**config.mk**
```make
export PLATFORM = sky130hd
export DESIGN_NAME = multicycle_ctrl
export DESIGN_NICKNAME = d
export VERILOG_FILES = /design/src/rtl/multicycle_ctrl.sv
export SDC_FILE = /design/constraint.sdc
export NUM_CORES = 1
export LEC_CHECK = 0
export CAP_MARGIN = 20
export CORE_ASPECT_RATIO = 0.75
export CORE_MARGIN = 2
export CORE_UTILIZATION = 47
export DETAILED_ROUTE_END_ITERATION = 6
export PLACE_DENSITY = 0.91
export SLEW_MARGIN = 40
export SYNTH_ARGS = -nofsm -noshare
export SYNTH_HDL_FRONTEND = slang
export SYNTH_SLANG_ARGS = --single-unit
export TNS_END_PERCENT = 30
```
**constraint.sdc**
```tcl
create_clock -name clk_i -period 2 [get_ports clk_i]
set_input_delay 0.3 -clock clk_i [delete_from_list [all_inputs] [get_ports clk_i]]
set_output_delay 0.3 -clock clk_i [all_outputs]
set_load 0.1 [all_outputs]
```
**src/rtl/multicycle_ctrl.sv**
```systemverilog
// multicycle_ctrl: Moore control FSM for a shared-memory multi-cycle MIPS datapath.
// One memory port and one ALU are reused across steps. Memory accesses wait on a
// ready handshake and abort back to fetch after MEM_TIMEOUT stalled cycles.
//
// Ports
//   clk_i          clock, rising edge
//   rst_i          asynchronous reset, active-low
//   instr_op_i     IR opcode field (valid from ID onward)
//   mem_ready_i    memory completes the current read/write this cycle
//   PCWrite_o      unconditional PC load
//   PCWriteCond_o  PC load if branch condition (BranchType_o) holds
//   BranchType_o   00 beq, 01 bgt, 10 bgez, 11 bnez
//   PCSource_o     00 ALU result, 01 ALUOut, 10 jump target
//   IorD_o         memory address select: 0 PC, 1 ALUOut
//   MemRead_o      memory read request
//   MemWrite_o     memory write request
//   IRWrite_o      load IR from memory data
//   RegDst_o       00 rt, 01 rd, 10 r31
//   MemtoReg_o     00 ALUOut, 01 MDR, 11 PC (link)
//   RegWrite_o     register file write
//   ALUSrcA_o      0 PC, 1 rs
//   ALUSrcB_o      00 rt, 01 const 4, 10 sign-ext imm, 11 imm<<2
//   ALU_op_o       110 add, 011 compare/sub, 101 or, 000 R-type (funct)
//   state_o        current state encoding (debug)
//   err_o          one-cycle pulse on memory timeout abort
module multicycle_ctrl #(
   parameter int unsigned MEM_TIMEOUT = 255,
   parameter int unsigned TMO_W       = 8
) (
   input  logic       clk_i,
   input  logic       rst_i,
   input  logic [5:0] instr_op_i,
   input  logic       mem_ready_i,
   output logic       PCWrite_o,
   output logic       PCWriteCond_o,
   output logic [1:0] BranchType_o,
   output logic [1:0] PCSource_o,
   output logic       IorD_o,
   output logic       MemRead_o,
   output logic       MemWrite_o,
   output logic       IRWrite_o,
   output logic [1:0] RegDst_o,
   output logic [1:0] MemtoReg_o,
   output logic       RegWrite_o,
   output logic       ALUSrcA_o,
   output logic [1:0] ALUSrcB_o,
   output logic [2:0] ALU_op_o,
   output logic [3:0] state_o,
   output logic       err_o
);

   typedef enum logic [3:0] {
      StRst  = 4'd0,
      StIf   = 4'd1,
      StId   = 4'd2,
      StMadr = 4'd3,
      StMrd  = 4'd4,
      StWbm  = 4'd5,
      StMwr  = 4'd6,
      StExr  = 4'd7,
      StWbr  = 4'd8,
      StExi  = 4'd9,
      StWbi  = 4'd10,
      StBr   = 4'd11,
      StJ    = 4'd12,
      StJal  = 4'd13
   } state_e;

   localparam logic [5:0] OpLw   = 6'b100011;
   localparam logic [5:0] OpSw   = 6'b101011;
   localparam logic [5:0] OpBeq  = 6'b000100;
   localparam logic [5:0] OpBgt  = 6'b000111;
   localparam logic [5:0] OpBnez = 6'b000101;
   localparam logic [5:0] OpBgez = 6'b000001;
   localparam logic [5:0] OpJ    = 6'b000010;
   localparam logic [5:0] OpJal  = 6'b000011;
   localparam logic [5:0] OpAddi = 6'b001000;
   localparam logic [5:0] OpLui  = 6'b001111;
   localparam logic [5:0] OpOri  = 6'b001101;

   // Counter value seen on the MEM_TIMEOUT-th consecutive stalled cycle.
   localparam logic [TMO_W-1:0] WaitLast = TMO_W'(MEM_TIMEOUT - 1);

   state_e           state_q, state_d;
   logic [TMO_W-1:0] wait_q, wait_d;
   logic [5:0]       op_q, op_d;
   logic             mem_state;
   logic             timeout;

   assign mem_state = (state_q == StIf) || (state_q == StMrd) || (state_q == StMwr);
   assign timeout   = mem_state && !mem_ready_i && (wait_q == WaitLast);

   // Counter only runs across consecutive stalled cycles of the same access.
   assign wait_d = (mem_state && !mem_ready_i && !timeout) ? wait_q + TMO_W'(1) : '0;

   always_comb begin
      state_d = state_q;
      op_d    = op_q;
      case (state_q)
         StRst: state_d = StIf;
         StIf: begin
            if (mem_ready_i) state_d = StId;
         end
         StId: begin
            op_d = instr_op_i;
            case (instr_op_i)
               OpLw, OpSw:                    state_d = StMadr;
               OpBeq, OpBgt, OpBnez, OpBgez:  state_d = StBr;
               OpJ:                           state_d = StJ;
               OpJal:                         state_d = StJal;
               OpAddi, OpLui, OpOri:          state_d = StExi;
               default:                       state_d = StExr;
            endcase
         end
         StMadr: state_d = (op_q == OpLw) ? StMrd : StMwr;
         StMrd: begin
            if (timeout)          state_d = StIf;
            else if (mem_ready_i) state_d = StWbm;
         end
         StMwr: begin
            if (timeout || mem_ready_i) state_d = StIf;
         end
         StExr:   state_d = StWbr;
         StExi:   state_d = StWbi;
         StWbm, StWbr, StWbi, StBr, StJ, StJal: state_d = StIf;
         default: state_d = StRst;
      endcase
   end

   always_ff @(posedge clk_i or negedge rst_i) begin
      if (!rst_i) begin
         state_q <= StRst;
         wait_q  <= '0;
         op_q    <= '0;
      end else begin
         state_q <= state_d;
         wait_q  <= wait_d;
         op_q    <= op_d;
      end
   end

   // Output decode: a function of state only, except the fetch-completion strobes
   // in IF, which must coincide with the memory returning data.
   always_comb begin
      PCWrite_o     = 1'b0;
      PCWriteCond_o = 1'b0;
      BranchType_o  = 2'b00;
      PCSource_o    = 2'b00;
      IorD_o        = 1'b0;
      MemRead_o     = 1'b0;
      MemWrite_o    = 1'b0;
      IRWrite_o     = 1'b0;
      RegDst_o      = 2'b00;
      MemtoReg_o    = 2'b00;
      RegWrite_o    = 1'b0;
      ALUSrcA_o     = 1'b0;
      ALUSrcB_o     = 2'b00;
      ALU_op_o      = 3'b000;
      case (state_q)
         StIf: begin
            MemRead_o = 1'b1;
            ALUSrcB_o = 2'b01;
            ALU_op_o  = 3'b110;
            if (mem_ready_i) begin
               IRWrite_o = 1'b1;
               PCWrite_o = 1'b1;
            end
         end
         StId: begin
            ALUSrcB_o = 2'b11;
            ALU_op_o  = 3'b110;
         end
         StMadr: begin
            ALUSrcA_o = 1'b1;
            ALUSrcB_o = 2'b10;
            ALU_op_o  = 3'b110;
         end
         StMrd: begin
            MemRead_o = 1'b1;
            IorD_o    = 1'b1;
         end
         StWbm: begin
            RegWrite_o = 1'b1;
            MemtoReg_o = 2'b01;
         end
         StMwr: begin
            MemWrite_o = 1'b1;
            IorD_o     = 1'b1;
         end
         StExr: begin
            ALUSrcA_o = 1'b1;
         end
         StWbr: begin
            RegWrite_o = 1'b1;
            RegDst_o   = 2'b01;
         end
         StExi: begin
            ALUSrcA_o = 1'b1;
            ALUSrcB_o = 2'b10;
            ALU_op_o  = (op_q == OpOri) ? 3'b101 : 3'b110;
         end
         StWbi: begin
            RegWrite_o = 1'b1;
         end
         StBr: begin
            ALUSrcA_o     = 1'b1;
            ALU_op_o      = 3'b011;
            PCWriteCond_o = 1'b1;
            PCSource_o    = 2'b01;
            case (op_q)
               OpBgt:   BranchType_o = 2'b01;
               OpBgez:  BranchType_o = 2'b10;
               OpBnez:  BranchType_o = 2'b11;
               default: BranchType_o = 2'b00;
            endcase
         end
         StJ: begin
            PCWrite_o  = 1'b1;
            PCSource_o = 2'b10;
         end
         StJal: begin
            PCWrite_o  = 1'b1;
            PCSource_o = 2'b10;
            RegWrite_o = 1'b1;
            RegDst_o   = 2'b10;
            MemtoReg_o = 2'b11;
         end
         default: ;
      endcase
   end

   assign state_o = state_q;
   assign err_o   = timeout;

endmodule

```
==> results.cfg, run 1 <==
[logic_synthesis]
synthFlopType = dfrtp_1
synth_compound_area_share_pct = 16.14
synth_cells = 141
yosys.area_share.xor_xnor_pct = 5.036
synthMuxAreaShare_pct = 4.625
synth-edff-count = 0
synth_top_area_share_pct = 37.00
ys_seq_area_share_pct = 37.00
ys_ff_latch = 18
synth_top_family_by_area = simple AND/OR/NAND/NOR gates
synthDistinctLibCells = 46
synth_area_leaders = dfrtp_1 (37%), nor2_1 (6.5%), mux2_2 (4.6%)
async_flop_share_pct = 100.0
syn_avg_cell_area_sq_um = 8.634
synth-simple-area-share_pct = 29.50
synth_fa_ha_area_share_pct = 2.055
yosys.area.top_type = dfrtp_1
yosys_warnings = 0
synth_area_sq_um = 1217
postSynthNetCount = 152

[clock_tree]
cts.sinks = 18
cts.path.max_buffers = 2
clk_latency_ps = 300
clockRootBuffer = clkbuf_4
cts_hold_buf = 0
h-tree-depth = 1
cts_tree = built
clkSlewWorstSetupHoldPaths_ps = 110
cts-buffers-inserted = 3

[hold_path]
holdCritPathClass = input port to asynchronous set/reset pin

[global_route]
antenna_found_initial = 0
grt_usage_pct = 34.25
first_global_vias = 1455
grt_max_degree = 19
grt_pass1_wl_mm = 7.569
overflow = 0

[detailed_routing]
drc = 0
vias_per_cell = 7.056
drt_iter0_drc = 236
wire_per_inst_um = 26.48
antenna_left = 0
dr_total_vias = 1630
drt_wl_total_mm = 6.116
dr.pass1.iters = 6

[finish]
syn2layout_area_growth_pct = 86.02
layout.nets = 209
drive_above_1_share_pct = 50.25
diodes = 0

[die]
die_h_um = 48.08
dieArea_sq_um = 3017
design.core.area_sq_um = 2384
initial_core_util_pct = 51.08
placement_rows = 15
die_x_um = 62.77
io_pins = 35

[sta]
grt_setup_unrepaired = yes
final_hold_viol_count = 0
max-slew-margin-rel_pct = 64.38
fmax_mhz = 451.7
tightest_slew_ps = 526.8
skew_ps = 10.98
min_period_ps = 2214
finalMaxSlewViolations = 0
period_share_pct = 110.7
setup_viol = 21
hold-worst-slack_ps = 335.6
setup_ws_ps = -213.6

[setup_path]
cp.arrival_ps = 1910
worst-r2r-setup-slack_ps = -80
critical_path_required_ps = 1700
start_kind = flip-flop
path_max_fanout = 4
reg2reg_to = wait_q[2]
cp_slowest_cell = dfrtp_4
path_cells = or3b_4 -> a211o_4 -> nor2_4 -> buf_12
r2r_start = state_o[1]
slowest_delay_ps = 530
rr_worst_depth = 5
setup.worst_path.start = state_o[1]
crit_path_end_kind = output pin
crit_path_end = err_o
path_class = flip-flop to output pin

[placed_design]
gp_congestion = 0.9459
post-dp-hpwl_mm = 2.985
port_buffers = 34

[run_status]
violations = negative setup slack
outcome = finished, violations left

[flow_run]
cap_violations = 0
[worst max-delay path, delay by kind of cell, from the launching register on]
kind	cells	cell delay [ps]
AOI/OAI and AO/OA	1	370
buffers and inverters	1	180
DFF	1	530
and+or+nand+nor	2	530
[flip-flops by register name, summed over array words and instances, names as in the netlist]
signal / flops
op_q: 6
state_o: 4
wait_q: 8
[synth_stat cells (2+ instances only)]
cell and number:
nor4b_1 3, ha_1 2, nand2b_1 5, clkbuf_1 6, a21oi_1 4, nand2_1 4, o32ai_1 2, nor3_1 6
xor2_1 5, inv_1 6, or2_2 2, nand4_1 3, mux2_2 5, and4_1 2, o21bai_1 2, dfrtp_1 18
nor3b_1 4, buf_4 2, xnor2_1 2, a31oi_1 2, nand3_1 6, nor2_1 21, o21ai_0 6
[cells in the final DEF (no fill, tap or decap), drive strengths merged, types with 2 or more instances in the layout]
master / synthesis / final
buf: 4 / 54
nor2: 21 / 21
dfrtp: 18 / 18
clkdlybuf4s50: 0 / 8
nor3: 7 / 7
inv: 6 / 6
nand3: 6 / 6
o21ai: 6 / 6
xor2: 5 / 5
mux2: 5 / 5
nand2b: 5 / 5
nor3b: 4 / 4
nand2: 4 / 4
a21oi: 4 / 4
clkbuf: 6 / 4
or2: 3 / 3
nand4: 3 / 3
nor4b: 3 / 3
xnor2: 2 / 2
and4: 2 / 2
o21bai: 2 / 2
o32ai: 2 / 2
a31oi: 2 / 2
ha: 2 / 2
[routing by layer]
layer	vias up	track usage [%]	routed length, um	share of wire [%]
li1	624	-	-	-
met1	750	38.16	2133	35
met2	174	63.01	2743	45
met3	82	10.82	694	11
met4	0	16.89	545	8.9
met5	-	0	0	0
[through the flow]
step                instance area [sq um]  TNS [ps]  worst slack [ps]  util, %  std cells
finish                               2265     -1442            -213.6    95.01        231
global route                         2265     -2719            -252.6    95.01        231
CTS                                  2158    -439.8            -156.7    90.55        223
detailed placement                   2022    -152.4            -152.4    84.83        213
global placement                     2022         0             141.6    84.83        213
floorplan                            1368     -9464            -974.5        -        141
[worst min-delay path by stage]
stage / start / to / slack [ps] / depth (start not counted)
final: rst_i / state_o[1] / 340 / 2
after global routing: rst_i / op_q[0] / 360 / 2
after CTS: rst_i / wait_q[5] / 330 / 2
after detailed placement: wait_q[5] / wait_q[5] / 530 / 2
after global placement: wait_q[5] / wait_q[5] / 520 / 2
after floorplan: rst_i / op_q[0] / 4 / 0
[cell families after synthesis]
kind of cell | after synthesis
simple gates | 65
compound gates | 28
flops | 18
buf+inv | 16
xor+xnor | 7
mux | 5
fa+ha+maj | 2
[area by class of cell]
| type | count | area (sq um) |
|---|---|---|
| multi-input combinational | 107 | 883.3 |
| sequential | 18 | 467.9 |
| clock buffer | 4 | 36.28 |
| inverter | 6 | 25.02 |
| timing repair buffer | 62 | 809.5 |
| fill | 49 | 118.9 |
| tap | 34 | 42.54 |
[what timing repair did]
| item | in CTS | in global routing |
|---|---|---|
| endpoints found under the setup margin | 10 | 25 |
| pin swaps | 5 | 3 |
| endpoints found under the hold margin | 0 | 0 |
| buffers inserted | 6 | 8 |
| gates resized for setup | 12 | 11 |
Power of run 1 is not shown: default switching activity piles up to over one toggle a cycle in this logic, so the estimate is an artifact.
==> run 2, diff against run 1 <==
--- a/config.mk
+++ b/config.mk
@@ -8,9 +8,10 @@
 export CAP_MARGIN = 20
 export CORE_ASPECT_RATIO = 0.75
 export CORE_MARGIN = 2
-export CORE_UTILIZATION = 47
+export CORE_UTILIZATION = 49
+export CTS_BUF_LIST = sky130_fd_sc_hd__clkbuf_2 sky130_fd_sc_hd__clkbuf_4 sky130_fd_sc_hd__clkbuf_8
 export DETAILED_ROUTE_END_ITERATION = 6
-export PLACE_DENSITY = 0.91
+export PLACE_DENSITY = 0.94
 export SLEW_MARGIN = 40
 export SYNTH_ARGS = -nofsm -noshare
 export SYNTH_HDL_FRONTEND = slang
==> run 2 against run 1 <==
The flow still finishes with violations (negative setup slack). Clock skew decreased by 2.4 ps. Via count decreased by 1.9%. Non-clock buffer count decreased by 3. Worst hold slack improved by 45 ps. Count of clock-buffer cells in the layout unchanged. Highest routed layer unchanged. Wire length decreased by 3.1%.
==> results.cfg, run 2 (synthesis results as in run 1) <==
[detailed_routing]
antenna_left = 0
dr.pass1.iters = 5
drc = 0
drt_wl_total_mm = 5.925
wire_per_inst_um = 25.99
vias_per_cell = 7.013
dr_total_vias = 1599
drt_iter0_drc = 152

[setup_path]
path_max_fanout = 4
cp.arrival_ps = 1900
crit_buf_inv = 1
critical_path_required_ps = 1700
path_delay_family = simple AND/OR/NAND/NOR gates
crit_path_end_kind = output pin
slowest_delay_ps = 520
cp_slowest_cell = dfrtp_4
start_kind = flip-flop
path_cells = or3b_4 -> a211o_4 -> nor2_4 -> buf_12
path_class = flip-flop to output pin

[global_route]
antenna_found_initial = 0
overflow = 0
grt_pass1_wl_mm = 7.886
first_global_vias = 1435
grt_max_degree = 14
grt_usage_pct = 39.44

[finish]
syn2layout_area_growth_pct = 82.22
diodes = 0
layout.nets = 206
drive_above_1_share_pct = 48.97
final_common_cell = buf_12
post-route-util_pct = 95.32
final_cell_mix = buf_12 (24), buf_4 (23), nor2_1 (15)
regMostFlops = wait_q
largest_reg_flops = 8

[die]
dieArea_sq_um = 2903
design.core.area_sq_um = 2327
initial_core_util_pct = 52.31
io_pins = 35
placement_rows = 15
die_x_um = 61.56
die_h_um = 47.17

[sta]
finalMaxSlewViolations = 0
tns_ps = -1331
setup_viol = 20
min_period_ps = 2200
tightest_slew_ps = 639.8
period_share_pct = 110.0
grt_setup_unrepaired = yes
setup_ws_ps = -200.4
final_hold_viol_count = 0
max-slew-margin-rel_pct = 57.21
skew_ps = 8.607
fmax_mhz = 454.5

[clock_tree]
cts_tree = built
clkSlewWorstSetupHoldPaths_ps = 120
cts-buffers-inserted = 3
cts.sinks = 18
cts.path.max_buffers = 2
h-tree-depth = 1
clk_latency_ps = 300
clockRootBuffer = clkbuf_4

[run_status]
outcome = finished, violations left
violations = negative setup slack

[placed_design]
gp_congestion = 0.9526
port_buffers = 34
post-dp-hpwl_mm = 2.955
dp_slack_ps = 75.90

[flow_run]
cap_violations = 0

[hold_path]
holdCritPathClass = input port to asynchronous set/reset pin
[run 2: area by class of cell]
type,instances,area [sq um]
sequential,18,465.4
tap,34,42.54
clock buffer,4,36.28
inverter,6,25.02
fill,53,108.9
multi-input combinational,107,870.8
timing repair buffer,59,778.2
[run 2: routing by layer]
layer / track usage (%) / routed length, um / share of wire (%) / vias to the layer above
met2: 62.74 / 2690 / 45 / 183
li1: - / - / - / 612
met5: 0 / 0 / 0 / -
met1: 48.14 / 2076 / 35 / 749
met3: 12.12 / 733 / 12 / 55
met4: 22.13 / 425 / 7.2 / 0
[run 2: path summary, 6_finish.rpt]
| kind | start | to | slack (ps) | cells after the start |
|---|---|---|---|---|
| max | state_o[2] | err_o | -200 | 4 |
| max reg2reg | state_o[2] | wait_q[0] | -60 | 5 |
| min | rst_i | wait_q[5] | 380 | 1 |
| max in group asynchronous | rst_i | op_q[2] | 1080 | 2 |
| min in group clk_i | wait_q[7] | wait_q[7] | 620 | 2 |
| min reg2reg | wait_q[7] | wait_q[7] | 620 | 2 |
[run 2: what timing repair did]
item	4_1_cts	5_1_grt
endpoints found under the setup margin	10	26
resized for setup	14	7
pin swaps	7	4
hold buffers	0	0
setup buffers	10	2
[run 2: per-stage QoR]
stage | hold WS [ps] | cells | area [sq um]
4_1_cts | 385.6 | 226 | 2180
3_3_place_gp | 517.4 | 212 | 2002
2_1_floorplan | 4.409 | 141 | 1368
5_1_grt | 410.1 | 228 | 2218
6_report | 380.5 | 228 | 2218
3_5_place_dp | 528.6 | 212 | 2002
Power of run 2 is left out for the same reason.
==> run 3, diff against run 2 <==
--- a/config.mk
+++ b/config.mk
@@ -7,11 +7,10 @@
 export LEC_CHECK = 0
 export CAP_MARGIN = 20
 export CORE_ASPECT_RATIO = 0.75
-export CORE_MARGIN = 2
-export CORE_UTILIZATION = 49
+export CORE_UTILIZATION = 50
 export CTS_BUF_LIST = sky130_fd_sc_hd__clkbuf_2 sky130_fd_sc_hd__clkbuf_4 sky130_fd_sc_hd__clkbuf_8
 export DETAILED_ROUTE_END_ITERATION = 6
-export PLACE_DENSITY = 0.94
+export PLACE_DENSITY = 0.95
 export SLEW_MARGIN = 40
 export SYNTH_ARGS = -nofsm -noshare
 export SYNTH_HDL_FRONTEND = slang
==> constraint.sdc (replaced) <==
create_clock -name clk_i -period 2.8 [get_ports clk_i]
set_input_delay 0.42 -clock clk_i [delete_from_list [all_inputs] [get_ports clk_i]]
set_output_delay 0.42 -clock clk_i [all_outputs]
set_load 0.1 [all_outputs]
==> run 3 against run 2 <==
Cell count shrank 11%. Setup slack gained 520 ps. Core utilization shrank 22 points. Critical path type unchanged. The run now ends clean. First-iteration DRC count shrank 56%.
==> results.cfg, run 3 (synthesis results as in run 1) <==
[sta]
final_hold_viol_count = 0
period_share_pct = 88.66
grt_setup_unrepaired = no
setup_viol = 0
skew_ps = 8.574
max-slew-margin-rel_pct = 63.02
fmax_mhz = 402.8
finalMaxSlewViolations = 0
min_period_ps = 2483
tightest_slew_ps = 547.0

[die]
design.core.area_sq_um = 2308
io_pins = 35
placement_rows = 15
dieArea_sq_um = 2638
die_x_um = 58.98
initial_core_util_pct = 52.74
die_h_um = 44.74

[detailed_routing]
vias_per_cell = 5.828
wire_per_inst_um = 14.64
drt_wl_total_mm = 2.987
dr.pass1.iters = 4
drt_iter0_drc = 67
antenna_left = 0
drc = 0
dr_total_vias = 1189

[global_route]
grt_pass1_wl_mm = 4.802
overflow = 0
grt_max_degree = 19
antenna_found_initial = 0
first_global_vias = 1031
grt_usage_pct = 24.97

[finish]
syn2layout_area_growth_pct = 38.44
final_common_cell = buf_4
final_cell_mix = buf_4 (21), nor2_1 (16), dfrtp_1 (14)
diodes = 0
post-route-util_pct = 73.01
largest_reg_flops = 8
layout.nets = 182
n_fill_cell = 159
drive_above_1_share_pct = 32.94
regMostFlops = wait_q

[clock_tree]
cts-buffers-inserted = 3
cts_resized = 0
cts.path.max_buffers = 2
h-tree-depth = 1
clockRootBuffer = clkbuf_4
clkSlewWorstSetupHoldPaths_ps = 110
cts_tree = built
cts_hold_buf = 0
clk_latency_ps = 310
cts.sinks = 18
post_cts.repair.setup_buffers = 0

[setup_path]
path_max_fanout = 13
path_class = flip-flop to output pin
r2r_start = state_o[2]
path_delay_family = simple AND/OR/NAND/NOR gates
cp_slowest_cell = dfrtp_4
crit_path_end_kind = output pin
path_cells = nor4b_1 -> and2_1 -> or2_2 -> buf_12
crit_path_end = PCWrite_o
worst-r2r-setup-slack_ps = 840
crit_buf_inv = 1
critical_path_required_ps = 2380
cp.arrival_ps = 2060
setup.worst_path.start = state_o[3]
slowest_delay_ps = 580
start_kind = flip-flop
worstSetupPathDepth = 4
reg2reg_to = state_o[0]
rr_worst_depth = 4

[placed_design]
post-dp-hpwl_mm = 2.273
gp_congestion = 0.8546
port_buffers = 34

[flow_run]
cap_violations = 0

[run_status]
outcome = finished, final reports clean

[hold_path]
holdCritPathClass = input port to asynchronous set/reset pin
==> run 3: worst min-delay path by stage <==
stage | start | cells past startpoint | slack, ps | endpoint
floorplan | rst_i | 0 | 120 | op_q[0]
global placement | wait_q[5] | 2 | 520 | wait_q[5]
detailed placement | wait_q[5] | 2 | 530 | wait_q[5]
CTS | wait_q[0] | 1 | 550 | wait_q[0]
global route | rst_i | 1 | 40 | op_q[4]
finish | rst_i | 1 | 20 | wait_q[3]
==> run 3: layout make-up <==
type | count | area [sq um] | share of cell area (%)
timing repair buffer | 35 | 352.8 | 20.94
sequential | 18 | 465.4 | 27.62
clock buffer | 4 | 36.28 | 2.153
multi-input combinational | 107 | 765.7 | 45.43
inverter | 6 | 22.52 | 1.336
tap | 34 | 42.54 | 2.524
==> run 3: metal layers <==
metal / share of wire [%] / up-vias / track usage (%)
met5: 0 / - / 0
met4: 0.94 / 0 / 6.667
met3: 6.5 / 5 / 6.017
met2: 46 / 47 / 37.27
met1: 47 / 567 / 36.62
li1: - / 570 / -
==> run 3: through the flow <==
stage / cell area (sq um) / setup TNS [ps] / std cells / hold slack, ps / worst slack (ps)
2_1_floorplan: 1313 / -2049 / 141 / 124.4 / -290.5
6_report: 1685 / 0 / 204 / 19.50 / 317.5
5_1_grt: 1685 / 0 / 204 / 38.11 / 153.3
3_3_place_gp: 1654 / 0 / 200 / 518.8 / 685.9
4_1_cts: 1690 / 0 / 204 / 554.5 / 323.6
3_5_place_dp: 1654 / 0 / 200 / 528.8 / 606.9
Power of run 3 is left out for the same reason.
